==> src/rtl/apb2_cmd_master.sv <==
// APB2 initiator: accepts one command at a time from fabric logic, runs the APB2
// SETUP/ACCESS sequence with wait-state and timeout handling, and returns a valid/ready response.
module apb2_cmd_master #(
  parameter int unsigned ADDR_WIDTH     = 8,
  parameter int unsigned TIMEOUT_CYCLES = 255
) (
  input  logic                  pclk,
  input  logic                  preset_n,
  input  logic                  cmd_valid,
  output logic                  cmd_ready,
  input  logic                  cmd_write,
  input  logic [ADDR_WIDTH-1:0] cmd_addr,
  input  logic [31:0]           cmd_wdata,
  input  logic [3:0]            cmd_strb,
  input  logic [2:0]            cmd_prot,
  output logic                  rsp_valid,
  input  logic                  rsp_ready,
  output logic [31:0]           rsp_rdata,
  output logic                  rsp_err,
  output logic                  rsp_timeout,
  output logic                  psel,
  output logic                  penable,
  output logic                  pwrite,
  output logic [ADDR_WIDTH-1:0] paddr,
  output logic [31:0]           pwdata,
  output logic [3:0]            pstrb,
  output logic [2:0]            pprot,
  input  logic [31:0]           prdata,
  input  logic                  pready,
  input  logic                  pslverr
);

  localparam int unsigned CNT_W = (TIMEOUT_CYCLES == 0) ? 1 : $clog2(TIMEOUT_CYCLES + 1);
  localparam logic [CNT_W-1:0] CNT_LIM = CNT_W'(TIMEOUT_CYCLES);
  localparam logic [CNT_W-1:0] CNT_ONE = CNT_W'(1);
  localparam bit TO_EN = (TIMEOUT_CYCLES != 0);

  typedef enum logic [1:0] {
    S_IDLE,
    S_SETUP,
    S_ACCESS,
    S_RESP
  } state_e;

  state_e                state_q, state_d;
  logic                  cmd_ready_q, cmd_ready_d;
  logic                  psel_q, psel_d;
  logic                  penable_q, penable_d;
  logic                  pwrite_q, pwrite_d;
  logic [ADDR_WIDTH-1:0] paddr_q, paddr_d;
  logic [31:0]           pwdata_q, pwdata_d;
  logic [3:0]            pstrb_q, pstrb_d;
  logic [2:0]            pprot_q, pprot_d;
  logic                  rsp_valid_q, rsp_valid_d;
  logic [31:0]           rsp_rdata_q, rsp_rdata_d;
  logic                  rsp_err_q, rsp_err_d;
  logic                  rsp_timeout_q, rsp_timeout_d;
  logic [CNT_W-1:0]      cnt_q, cnt_d;

  always_comb begin
    state_d       = state_q;
    cmd_ready_d   = cmd_ready_q;
    psel_d        = psel_q;
    penable_d     = penable_q;
    pwrite_d      = pwrite_q;
    paddr_d       = paddr_q;
    pwdata_d      = pwdata_q;
    pstrb_d       = pstrb_q;
    pprot_d       = pprot_q;
    rsp_valid_d   = rsp_valid_q;
    rsp_rdata_d   = rsp_rdata_q;
    rsp_err_d     = rsp_err_q;
    rsp_timeout_d = rsp_timeout_q;
    cnt_d         = cnt_q;

    unique case (state_q)
      S_IDLE: begin
        // cmd_ready resets low, so acceptance is only possible from the second edge after reset
        cmd_ready_d = 1'b1;
        if (cmd_valid && cmd_ready_q) begin
          cmd_ready_d = 1'b0;
          psel_d      = 1'b1;
          penable_d   = 1'b0;
          paddr_d     = {cmd_addr[ADDR_WIDTH-1:2], 2'b00};
          pwrite_d    = cmd_write;
          pprot_d     = cmd_prot;
          pwdata_d    = cmd_write ? cmd_wdata : '0;
          pstrb_d     = cmd_write ? cmd_strb : '0;
          state_d     = S_SETUP;
        end
      end

      S_SETUP: begin
        penable_d = 1'b1;
        cnt_d     = CNT_ONE;
        state_d   = S_ACCESS;
      end

      S_ACCESS: begin
        // pready has priority over a coincident timeout
        if (pready) begin
          rsp_rdata_d   = pwrite_q ? '0 : prdata;
          rsp_err_d     = pslverr;
          rsp_timeout_d = 1'b0;
          psel_d        = 1'b0;
          penable_d     = 1'b0;
          rsp_valid_d   = 1'b1;
          state_d       = S_RESP;
        end else if (TO_EN && (cnt_q == CNT_LIM)) begin
          rsp_rdata_d   = '0;
          rsp_err_d     = 1'b1;
          rsp_timeout_d = 1'b1;
          psel_d        = 1'b0;
          penable_d     = 1'b0;
          rsp_valid_d   = 1'b1;
          state_d       = S_RESP;
        end else if (cnt_q != '1) begin
          cnt_d = cnt_q + CNT_ONE;
        end
      end

      S_RESP: begin
        if (rsp_valid_q && rsp_ready) begin
          rsp_valid_d = 1'b0;
          cmd_ready_d = 1'b1;
          state_d     = S_IDLE;
        end
      end

      default: begin
        state_d = S_IDLE;
      end
    endcase
  end

  always_ff @(posedge pclk or negedge preset_n) begin
    if (!preset_n) begin
      state_q       <= S_IDLE;
      cmd_ready_q   <= 1'b0;
      psel_q        <= 1'b0;
      penable_q     <= 1'b0;
      pwrite_q      <= 1'b0;
      paddr_q       <= '0;
      pwdata_q      <= '0;
      pstrb_q       <= '0;
      pprot_q       <= '0;
      rsp_valid_q   <= 1'b0;
      rsp_rdata_q   <= '0;
      rsp_err_q     <= 1'b0;
      rsp_timeout_q <= 1'b0;
      cnt_q         <= '0;
    end else begin
      state_q       <= state_d;
      cmd_ready_q   <= cmd_ready_d;
      psel_q        <= psel_d;
      penable_q     <= penable_d;
      pwrite_q      <= pwrite_d;
      paddr_q       <= paddr_d;
      pwdata_q      <= pwdata_d;
      pstrb_q       <= pstrb_d;
      pprot_q       <= pprot_d;
      rsp_valid_q   <= rsp_valid_d;
      rsp_rdata_q   <= rsp_rdata_d;
      rsp_err_q     <= rsp_err_d;
      rsp_timeout_q <= rsp_timeout_d;
      cnt_q         <= cnt_d;
    end
  end

  assign cmd_ready   = cmd_ready_q;
  assign psel        = psel_q;
  assign penable     = penable_q;
  assign pwrite      = pwrite_q;
  assign paddr       = paddr_q;
  assign pwdata      = pwdata_q;
  assign pstrb       = pstrb_q;
  assign pprot       = pprot_q;
  assign rsp_valid   = rsp_valid_q;
  assign rsp_rdata   = rsp_rdata_q;
  assign rsp_err     = rsp_err_q;
  assign rsp_timeout = rsp_timeout_q;

endmodule

==> config.mk <==
export PLATFORM = sky130hd
export DESIGN_NAME = apb2_cmd_master
export DESIGN_NICKNAME = d
export VERILOG_FILES = /design/src/rtl/apb2_cmd_master.sv
export SDC_FILE = /design/constraint.sdc
export NUM_CORES = 1
export LEC_CHECK = 0
export BUFFER_PORTS_ARGS = -buffer_cell sky130_fd_sc_hd__buf_2
export CELL_PAD_IN_SITES_DETAIL_PLACEMENT = 2
export CELL_PAD_IN_SITES_GLOBAL_PLACEMENT = 2
export CORE_MARGIN = 2
export CORE_UTILIZATION = 30
export CTS_CLUSTER_SIZE = 12
export DETAILED_ROUTE_END_ITERATION = 12
export PLACE_DENSITY_LB_ADDON = 0.25
export SYNTH_ARGS = -nofsm -noshare
export SYNTH_HDL_FRONTEND = slang
export SYNTH_SLANG_ARGS = --single-unit
==> constraint.sdc <==
create_clock -name pclk -period 2.9 [get_ports pclk]
set_input_delay 0 -clock pclk [delete_from_list [all_inputs] [get_ports pclk]]
set_output_delay 0 -clock pclk [all_outputs]
set_load 0.02 [all_outputs]
==> impl_metrics.yaml <==
outcome:
  status: "completed"
timing:
  tightest_slew_ns: 0.740
  fin_hold_ws_ns: 0.105
  skew_ns: 0.0125
  tns_ns: 0
  finalSetupViolCount: 0
  relSlewSlack_pct: 50.7
  hold_viol_final: 0
  min_period_ns: 2.15
  fmax_ghz: 0.464
  slew_violations: 0
  rsz0062_at_grt: "false"
  post-route-period-util_pct: 74.3
floorplan:
  die_y_um: 118
  chipWidth_um: 118
  start_util_pct: 30.7
  rows: 41
  core_area_um2: 12600
  ios: 172
  dieArea_um2: 13800
layout:
  final-seq-area_um2: 2350
  final_cell_mix: "166 x buf_2, 94 x dfrtp_1, 81 x dlygate4sd3_1"
  nNetsFinal: 685
  drive_gt1_share_pct: 34.9
  final_common_cell: "buf_2"
  utilization_pct: 47.4
  syn_to_final_growth_pct: 54.5
  n_fill_cell: 1331
  multiInputGateArea_um2: 1360
worst_setup_path:
  arrival_ns: 2.38
  critical_path.top_delay_family: "buffers and inverters"
  start_kind: "register"
  timing.rr.end: "pwdata[10]"
  critPathMaxFanout: 43
  r2r-start: "state_q[0]"
  r2r_slack_ns: 0.75
  critPathSlowestCell: "dfrtp_1"
  path_buf_inv: 3
  crit_path_max_incr_delay_ns: 0.42
  crit_start: "state_q[0]"
  crit_chain: "inv_1, ha_1, nand3_2, buf_12, buf_4, o21ai_0"
  endpoint_kind: "register"
  crit_type: "register to register"
  required_ns: 3.13
  worst_r2r_path_depth: 6
yosys:
  yosysWarningCount: 0
  syn-cell-area_um2: 3870
  synth-async-reset-ratio_pct: 100
  synth_seq_cells: 94
  ys_types: 38
  synth-edff-count: 0
  ys_seq_area_share_pct: 60.8
  syn_inst: 352
  syn_avg_cell_area_um2: 11.0
  synth_flop_cell: "dfrtp_1"
grt:
  grt_overflow: 0
  grt_pass1_wl_mm: 24.8
  track_usage_pct: 23.2
  grt_pass1_vias: 4287
  grt_max_degree: 45
  antenna_found_initial: 2
pwr:
  leakage_nw: 3.01
  power_mw: 6.36
  vdd_ir_drop_max_mv: 0.406
  p_per_area_nw_per_um2: 1060
cts:
  postCtsSetupRepairBufs: 0
  numCtsBuffers: 9
  cts_num_sinks: 94
  htreeDepth: 3
  ctsResizeCount: 0
  cts_buffer_depth: 2
  cts_tree: "built"
  cts_root_buf: "clkbuf_16"
  worstSkewPairLatency_ns: 0.35
  path_clk_slew_ns: 0.07
  hold_buffers: 81
route:
  viasPerCell: 4.86
  drt_iter0_drc: 131
  wl_per_cell_um: 20.4
  antenna_left: 0
  vias: 3763
  drc: 0
  first_pass_iters: 4
  routed_wl_mm: 15.8
flow_run:
  maxCapViolCount: 0
hold_path:
  worstHoldPathType: "input port to register"
  hold_end: "rsp_valid"
  min_from: "rsp_ready"
  hold_depth: 3
placement:
  routabilityCongestion: 0.738
  portBuffers: 167
  dp_hpwl_mm: 8.51
-- registers in the layout, summed over array words and instances (netlist names) --
signal	flops
cnt_q	8
rsp_rdata	32
rsp_timeout	1
paddr	6
psel	1
rsp_valid	1
pwrite	1
pwdata	32
penable	1
pstrb	4
rsp_err	1
pprot	3
cmd_ready	1
state_q	2
-- power by group --
part / internal [mW] / switching (mW) / leakage [nW]
clock network: 0.698 / 0.553 / 0.141
logic: 1.02 / 1.78 / 1.66
registers: 1.91 / 0.393 / 1.21
total: 3.63 / 2.72 / 3.01
-- Yosys cell counts, types with 2 or more instances --
library cell | number | area [um^2]
nor2_1 | 9 | 33.8
o211ai_1 | 2 | 15.0
buf_1 | 2 | 7.51
nor2b_1 | 2 | 12.5
a21boi_0 | 4 | 30.0
a31oi_1 | 3 | 18.8
ha_1 | 5 | 62.6
dfrtp_1 | 94 | 2350
mux2i_1 | 3 | 30.0
mux2_2 | 11 | 124
clkbuf_1 | 12 | 45.0
a21oi_1 | 12 | 60.1
buf_4 | 2 | 15.0
nand2_1 | 78 | 293
buf_8 | 3 | 45.0
inv_1 | 5 | 18.8
nor3_1 | 5 | 25.0
a22o_1 | 32 | 280
o21ai_0 | 42 | 210
nand3_1 | 4 | 20.0
buf_2 | 5 | 25.0
-- per-layer routing --
layer	up-vias	part of all wire (%)	global-route usage, %
met4	0	4.0	11.4
met3	41	4.3	4.36
met1	1889	36	25.6
li1	1703	-	-
met5	-	0	0
met2	130	55	42.8
-- stage by stage --
step / setup slack (ns) / cells / cell area, um^2
after floorplan: 1.28 / 353 / 3870
after global placement: 0.877 / 674 / 4850
after detailed placement: 0.838 / 674 / 4850
after CTS: 0.825 / 771 / 5970
after global routing: 0.580 / 774 / 5980
final: 0.746 / 774 / 5980
-- area by class of cell --
class | instances | area share [%]
Clock buffer | 10 | 4.00
Clock inverter | 6 | 1.17
Inverter | 5 | 0.314
Sequential cell | 94 | 39.3
Timing Repair Buffer | 255 | 28.7
Multi-Input combinational cell | 229 | 22.8
Tap cell | 172 | 3.60
Antenna cell | 3 | 0.126
-- worst min-delay path: stages --
cell      delay (ns)
buf_2           0.10
a21boi_0        0.18
a311o_1         0.14
-- worst max-delay path by stage --
stage                            end  slack [ns]  depth (start not counted)
after floorplan              rsp_err        1.28                          7
after global placement       penable        0.88                          6
after detailed placement  pwdata[31]        0.84                          6
after CTS                    penable        0.82                          6
after global routing      pwdata[10]        0.58                          6
final                     pwdata[10]        0.75                          6
-- logic make-up (layout without fill, tap and decap cells) --
logic type,count (synthesis),count (layout),share of synthesized area (%)
simple gates,107,107,11.8
buf+inv,30,276,4.33
compound gates,100,100,17.2
flops,94,94,60.8
fa+ha+maj,5,5,1.62
other cells,1,5,0.0969
mux,14,14,3.98
xor+xnor,1,1,0.226
(Power assumes the default switching activity.)
